===== src/rtl/mem_arbiter_n.sv =====
// mem_arbiter_n
//
// Shares one single-port synchronous RAM between NUM_PORTS cores. A single
// owner holds the RAM at a time. Arbitration is round-robin (PRIO_MODE=0) or
// fixed priority with the lowest index winning (PRIO_MODE=1). When MAX_HOLD>0,
// an owner that has held the RAM for MAX_HOLD request cycles is rotated out
// whenever another core is waiting.
//
// Handshake: a core raises rden/wren (its request) and holds it until it sees
// its acq bit. It keeps the request high for as long as it wants the RAM. It
// drives Address/Din only while acq is high. It takes read data only in a
// cycle where its rvalid bit is high. Dropping the request costs one dead
// cycle: acq stays set, but no RAM access happens in that cycle.
//
// Ports
//   clk         system clock, rising edge
//   rst         asynchronous reset, active low
//   rden/wren   per-port read / write request
//   Address     per-port address, port i at [i*ADDR_W +: ADDR_W]
//   Din         per-port write data, port i at [i*DATA_W +: DATA_W]
//   RAMq        RAM read data, valid the cycle after its address
//   acq         one-hot grant (registered), zero when idle
//   Dq          per-port read data
//   rvalid      per-port read-data-valid strobe (registered)
//   RAMAddress  RAM address, driven from the owner
//   RAMDin      RAM write data, driven from the owner
//   RAMwren     RAM write enable
module mem_arbiter_n #(
  parameter int NUM_PORTS = 3,
  parameter int ADDR_W    = 8,
  parameter int DATA_W    = 8,
  parameter int PRIO_MODE = 0,
  parameter int MAX_HOLD  = 0
) (
  input  logic                        clk,
  input  logic                        rst,
  input  logic [NUM_PORTS-1:0]        rden,
  input  logic [NUM_PORTS-1:0]        wren,
  input  logic [NUM_PORTS*ADDR_W-1:0] Address,
  input  logic [NUM_PORTS*DATA_W-1:0] Din,
  input  logic [DATA_W-1:0]           RAMq,
  output logic [NUM_PORTS-1:0]        acq,
  output logic [NUM_PORTS*DATA_W-1:0] Dq,
  output logic [NUM_PORTS-1:0]        rvalid,
  output logic [ADDR_W-1:0]           RAMAddress,
  output logic [DATA_W-1:0]           RAMDin,
  output logic                        RAMwren
);

  localparam int IDX_W  = $clog2(NUM_PORTS);
  localparam int HOLD_W = (MAX_HOLD > 1) ? $clog2(MAX_HOLD) : 1;
  // The hold counter saturates at MAX_HOLD-1. This means "the current request
  // cycle is the MAX_HOLD-th one", so rotation lands on the edge that ends it.
  localparam logic [HOLD_W-1:0] HOLD_LAST = (MAX_HOLD > 0) ? HOLD_W'(MAX_HOLD - 1) : '0;
  localparam logic [IDX_W-1:0]  LAST_RST  = IDX_W'(NUM_PORTS - 1);

  logic                 busy_q, busy_d;
  logic [IDX_W-1:0]     owner_q, owner_d;
  logic [IDX_W-1:0]     last_q, last_d;
  logic [HOLD_W-1:0]    hold_q, hold_d;
  logic [NUM_PORTS-1:0] rvalid_q, rvalid_d;

  logic [NUM_PORTS-1:0] req;
  logic [NUM_PORTS-1:0] owner_oh;
  logic [NUM_PORTS-1:0] cand;
  logic                 owner_req;
  logic                 rotate_due;
  logic                 arbitrate;
  logic                 read_issue;
  logic                 win_found;
  logic [IDX_W-1:0]     win_idx;
  int                   rr_pos;

  assign req       = rden | wren;
  assign owner_oh  = busy_q ? (NUM_PORTS'(1) << owner_q) : '0;
  assign owner_req = |(req & owner_oh);
  assign rotate_due = (MAX_HOLD > 0) && owner_req && (hold_q == HOLD_LAST)
                      && (|(req & ~owner_oh));
  assign arbitrate = !busy_q || !owner_req || rotate_due;
  // A rotated-out owner is excluded for this selection only.
  assign cand = rotate_due ? (req & ~owner_oh) : req;

  // Winner search. The loops run from the far end toward the preferred start,
  // so the last hit is the one that is taken.
  always_comb begin
    win_found = 1'b0;
    win_idx   = '0;
    rr_pos    = 0;
    if (PRIO_MODE == 1) begin
      for (int i = NUM_PORTS - 1; i >= 0; i--) begin
        if (cand[i]) begin
          win_found = 1'b1;
          win_idx   = IDX_W'(i);
        end
      end
    end else begin
      for (int k = NUM_PORTS; k >= 1; k--) begin
        rr_pos = int'(last_q) + k;
        if (rr_pos >= NUM_PORTS) rr_pos = rr_pos - NUM_PORTS;
        if (cand[rr_pos]) begin
          win_found = 1'b1;
          win_idx   = IDX_W'(rr_pos);
        end
      end
    end
  end

  always_comb begin
    busy_d  = busy_q;
    owner_d = owner_q;
    last_d  = last_q;
    hold_d  = hold_q;
    if (arbitrate) begin
      hold_d = '0;
      if (win_found) begin
        busy_d  = 1'b1;
        owner_d = win_idx;
        last_d  = win_idx;
      end else begin
        busy_d  = 1'b0;
      end
    end else if (hold_q != HOLD_LAST) begin
      hold_d = hold_q + HOLD_W'(1);
    end
  end

  // The RAM is driven straight from the owner. In a dead cycle the owner's
  // request is low, so neither a write nor a read can leak out.
  always_comb begin
    RAMAddress = '0;
    RAMDin     = '0;
    RAMwren    = 1'b0;
    read_issue = 1'b0;
    if (busy_q) begin
      RAMAddress = Address[int'(owner_q)*ADDR_W +: ADDR_W];
      RAMDin     = Din[int'(owner_q)*DATA_W +: DATA_W];
      RAMwren    = wren[owner_q];
      read_issue = rden[owner_q] & ~wren[owner_q];
    end
  end

  assign rvalid_d = read_issue ? owner_oh : '0;

  always_ff @(posedge clk or negedge rst) begin
    if (!rst) begin
      busy_q   <= 1'b0;
      owner_q  <= '0;
      last_q   <= LAST_RST;
      hold_q   <= '0;
      rvalid_q <= '0;
    end else begin
      busy_q   <= busy_d;
      owner_q  <= owner_d;
      last_q   <= last_d;
      hold_q   <= hold_d;
      rvalid_q <= rvalid_d;
    end
  end

  assign acq    = owner_oh;
  assign rvalid = rvalid_q;

  // Each port sees live RAM data during its rvalid cycle. Outside that cycle
  // it sees the last word it was returned.
  for (genvar g = 0; g < NUM_PORTS; g++) begin : g_port
    logic [DATA_W-1:0] dq_q;

    always_ff @(posedge clk or negedge rst) begin
      if (!rst) begin
        dq_q <= '0;
      end else if (rvalid_q[g]) begin
        dq_q <= RAMq;
      end
    end

    assign Dq[g*DATA_W +: DATA_W] = rvalid_q[g] ? RAMq : dq_q;
  end

endmodule


===== config.mk =====
export PLATFORM = sky130hd
export DESIGN_NAME = mem_arbiter_n
export DESIGN_NICKNAME = d
export VERILOG_FILES = /design/src/rtl/mem_arbiter_n.sv
export SDC_FILE = /design/constraint.sdc
export NUM_CORES = 1
export LEC_CHECK = 0
export ABC_CLOCK_PERIOD_IN_PS = 4040
export CORE_MARGIN = 2
export CORE_UTILIZATION = 35
export DETAILED_ROUTE_END_ITERATION = 6
export PLACE_DENSITY = 0.76
export SLEW_MARGIN = 20
export SYNTH_ARGS = -nofsm -noshare
export SYNTH_HDL_FRONTEND = slang
export SYNTH_SLANG_ARGS = --single-unit

===== constraint.sdc =====
create_clock -name clk -period 4.04 [get_ports clk]
set_input_delay 1.01 -clock clk [delete_from_list [all_inputs] [get_ports clk]]
set_output_delay 1.01 -clock clk [all_outputs]
set_load 0.005 [all_outputs]

### Word level (Yosys, flattened, before mapping)

Index checks and enable logic that the tools add are counted.

| word-level totals | value |
|---|---|
| logic and storage cells | 64 |
| input port bits | 64 |
| register bits | 32 |
| output and inout bits | 47 |

| cells by class | value |
|---|---|
| bitwise gates (word level) | 4 |
| reduce and logical (&&, ||, !) cells | 5 |
| multiplexer cells | 32 |
| $add $sub $neg | 6 |
| shifts and indexed selects | 3 |
| magnitude comparators | 7 |

Operator list:

| cell | count |
|---|---|
| < comparator 32 x 4 -> 1 bit, second input constant | 3 |
| two-way mux 32 bit | 3 |
| indexed part select 24 x 6 -> 8 bit | 2 |
| two-way mux 8 bit | 5 |
| two-way mux 1 bit | 14 |
| subtractor 3 x 2 -> 4 bit, second input constant | 3 |
| binary-select mux 1 bit (select 2 bit) | 5 |
| greater-or-equal comparator 3 x 2 -> 1 bit, second input constant | 3 |
| adder 2 x 2 -> 3 bit, second input constant | 2 |
| two-way mux 2 bit | 3 |
| two-way mux 3 bit | 2 |
| adder 2 x 1 -> 3 bit, second input constant | 1 |
| bitwise AND 3 bit | 1 |
| < comparator 2 x 3 -> 1 bit, second input constant | 1 |
| bitwise OR 3 bit | 1 |
| OR reduction 3 bit | 1 |
| left shift 1 x 2 -> 3 bit, first input constant | 1 |
| zero test 1 bit | 2 |
| AND reduction 2 bit | 1 |
| bitwise AND 1 bit | 1 |
| logical OR 1 bit | 1 |
| NOT 1 bit | 1 |

### Logic depth before layout (Yosys ltp)

| logic depth | value |
|---|---|
| depth after elaboration | 10 |
| gate-level depth with buffers | 8 |
| gate-level depth less buffers | 6 |

### Worst setup path before layout

Ideal clock, no wire load.

| timing path | value |
|---|---|
| kind | input port to output port |
| from | in wren[2] |
| to | out RAMwren |
| buffers on the path | 0 |
| required time | 3.030 ns |
| cell stages on the path | 4 |
| data arrival time | 1.411 ns |
| setup slack | 1.619 ns |
| path through | mux2i_1 nor2_1 a21oi_1 nor2_1 |

| between the ends | value |
|---|---|
| word-level cells in the longest chain between the ends | 3 |

RTL lines:

| element | line | source |
|---|---|---|
| start, declared | 38 | `input logic [NUM_PORTS-1:0] wren,` |
| binary-select mux 1 bit (select 2 bit) | 137 | `RAMwren = wren[owner_q];` |
| two-way mux 1 bit (implied by the code) | 137 |  |
| two-way mux 1 bit | 134 | `if (busy_q) begin` |
| end, declared | 47 | `output logic RAMwren` |

Every way passes these cells. The select of a mux whose other input is x is not followed.

### Worst setup path after layout

| timing path | value |
|---|---|
| from | in wren[0] |
| to | out RAMwren |

The elaborated chain is that of the path after synthesis.

==> key figures <==
Outcome
  • Outcome: completed

Final layout
  • Non-filler cells, final: 357
  • Proportion of layout cells with a drive suffix above 1: 13.6%
  • Core utilization of the finished layout: 60.5%
  • Post-route standard cell area excluding fillers: 3070 um^2
  • Area growth from synthesis to layout: 67.9%
  • Antenna diode instance count: 0
  • Nets@finish: 354

Placed design
  • Routability congestion estimate from global placement: 0.813
  • Setup Slack @ Placement: 551 ps
  • Count of placed standard cells including taps: 350
  • Placed cell areas: 2980 um^2
  • Detailed placement HPWL: 3870 um
  • Port buffer count: 110

Pwr
  • Cell Pwr Density: 702 nW/um^2
  • Total power: 2.15 mW
  • Largest voltage drop on the vdd net: 0.322 mV
  • Reported leakage power: 1.26 nW

Synthesis
  • Number of different library cells in the post-synthesis netlist: 30
  • Most frequent cells after synthesis: nor2_1, dfrtp_1, mux2_2, mux2i_1, a21oi_1
  • EDFF count, synth: 0
  • Share of the yosys chip area belonging to registers: 42.5%
  • Area share of the leading cell type in the synthesized netlist: 41.1%
  • Commonest register cell after synthesis: dfrtp_1
  • Synth area leaders: dfrtp_1, mux2_2, mux2i_1
  • Synth Cell Area: 1830 um^2
  • Post-synth ARST share: 100%
  • Average footprint of a synthesized cell: 10.1 um^2
  • Synthesized netlist net count: 247
  • Number of instances in the synthesized netlist: 180
  • #FFs+latches synth: 31
  • Synthesis warning total: 0
  • Most repeated cell in the gate-level netlist after synthesis: nor2_1
  • Synth area leader: dfrtp_1

Detailed routing
  • Wire length reported by the detailed router: 5050 um
  • 1st-iter DRT viols: 62
  • Vias after detailed routing: 1,758
  • ANT nets after route: 0
  • First-pass detailed-route iteration total: 4
  • Drt drc: 0
  • Avg WL per Cell: 14.2 um
  • Avg Vias per Cell: 4.92

STA
  • Final sum of negative setup slack: 0 ps
  • Worst hold slack: 494 ps
  • Share of the clock period used by the worst path: 87.2%
  • Slew @ Worst Pin: 715 ps
  • Highest attainable clock frequency: 0.284 GHz
  • Final hold viol count: 0
  • RSZ-0062 raised after global routing: false
  • Number of slew-limit violations in the final report: 0
  • Clock tree skew after final layout: 2.27 ps
  • Worst-case setup margin in the final layout: 519 ps
  • Worst slew margin: 52.3%
  • Final setup violation count: 0
  • Min cycle time layout: 3520 ps

Worst setup path
  • Setup crit start kind: primary input
  • FF-to-FF path depth: 6
  • Crit path buffers/inverters: 2
  • Critical path fanouts, max: 6
  • Type of the setup path with the least slack: primary input to output pin
  • Crit path cell chain: clkdlybuf4s50_1, mux2i_1, nor2_1, a21oi_1, nor2_1, clkdlybuf4s50_1
  • Largest incremental delay on the critical path: 500 ps
  • Slowest cell on the critical path: clkdlybuf4s50_1
  • Crit path max-delay family: buffers and inverters
  • Worst path arrival time: 2510 ps
  • CP Depth: 6
  • Required time at the worst-slack endpoint: 3030 ps
  • Crit path capture type: output pin

Global routing
  • Residual overflow from global routing: 0
  • Number of antenna violations at the first check in global routing: 0
  • Largest net degree at the start of global routing: 32
  • First-pass GRT wire length: 8310 um
  • Vias in the first global route: 1,734
  • Global router's overall resource usage: 17.8%

Min path
  • Worst min-delay path class: flip-flop to flip-flop
  • Cells on Worst Hold Path: 1

Clock tree
  • Number of levels the H-tree was split into: 2
  • Clock buffer count from CTS: 5
  • CTS hold repair buffers: 0
  • Largest buffer count on any clock path: 2
  • Cell chosen for the clock root: clkbuf_8
  • Clock net sink count: 31
  • Later-pin clock latency in the skew report: 270 ps
  • Clock-pin slew on the worst setup and hold paths: 60 ps
  • Number of post-CTS setup repair buffers: 0
  • Resized cells post-CTS: 0
  • CTS tree: done

Floorplan
  • IO Count: 111
  • Placeable core area: 5070 um^2
  • DIE WIDTH: 76.2 um
  • Die outline area: 5810 um^2
  • Height of the chip: 76.2 um
  • Initial standard-cell utilization of the core: 36.0%
  • Total number of placement rows: 26

Flow run
  • Max-cap check violation count: 0
flip-flops by register name (all words and copies together), names as in the netlist:
register / cells
g_port.dq_q: 24
rvalid: 3
owner_q: 2
busy_q: 1
last_q: 1
layer usage:
layer  up-vias  GRT usage (%)  wire length, um
met4         0           5.45               23
li1        847              -                -
met5         -              0                0
met3         2           5.33              385
met2        99           29.2             2420
met1       810           22.6             2220
layout by cell type (no fill, tap or decap), types with 4 or more instances in the layout:
| cell | instances |
|---|---|
| inv_1 | 4 |
| mux2i_1 | 21 |
| clkdlybuf4s50_1 | 110 |
| a21oi_1 | 17 |
| mux2_2 | 24 |
| dfrtp_1 | 30 |
| nor3_1 | 8 |
| clkbuf_8 | 6 |
| nor2_1 | 36 |
worst reg2reg max path, cell delays in order, from the launching register on:
cell     delay [ps]
dfstp_2         540
inv_1            70
ha_1            410
nor3b_1         230
o311a_1         400
a32oi_4         300
mux2i_1         230
layout make-up:
cell class / count / area [um^2]
fillers: 456 / 2010
repair buffers: 113 / 1120
multi-input cells: 132 / 977
flip-flops and latches: 31 / 777
well taps: 70 / 87.6
clock buffers: 6 / 82.6
inverters: 4 / 15.0
clock inverters: 1 / 5.00
logic make-up (layout without fill, tap and decap cells):
| logic type | after synthesis | after routing | synth area share, % |
|---|---|---|---|
| AO/OA/AOI/OAI | 28 | 28 | 11.2 |
| flip-flops | 31 | 31 | 42.5 |
| AND/OR/NAND/NOR | 56 | 56 | 14.0 |
| buffers and inverters | 17 | 124 | 3.97 |
| multiplexers | 45 | 45 | 26.3 |
| adder cells (fa/ha/maj) | 3 | 3 | 2.06 |
report_power, final:
part / total, mW / internal, mW / leakage, nW / switching (mW)
clock: 0.232 / 0.133 / 0.0470 / 0.0994
combinational: 1.40 / 0.836 / 0.837 / 0.567
sequential: 0.519 / 0.457 / 0.372 / 0.0611
total: 2.15 / 1.43 / 1.26 / 0.727
worst paths after layout:
| check | start | to | slack [ps] |
|---|---|---|---|
| setup / recovery | wren[0] | RAMwren | 520 |
| max in group asynchronous | rst | last_q[1] | 2600 |
| setup reg to reg | last_q[1] | last_q[1] | 1780 |
| min in group asynchronous | rst | g_port[0].dq_q[7] | 1120 |
| hold reg to reg | g_port[0].dq_q[7] | g_port[0].dq_q[7] | 490 |
| hold / removal | g_port[0].dq_q[7] | g_port[0].dq_q[7] | 490 |
Note: power is estimated with default switching activity, not from simulation.
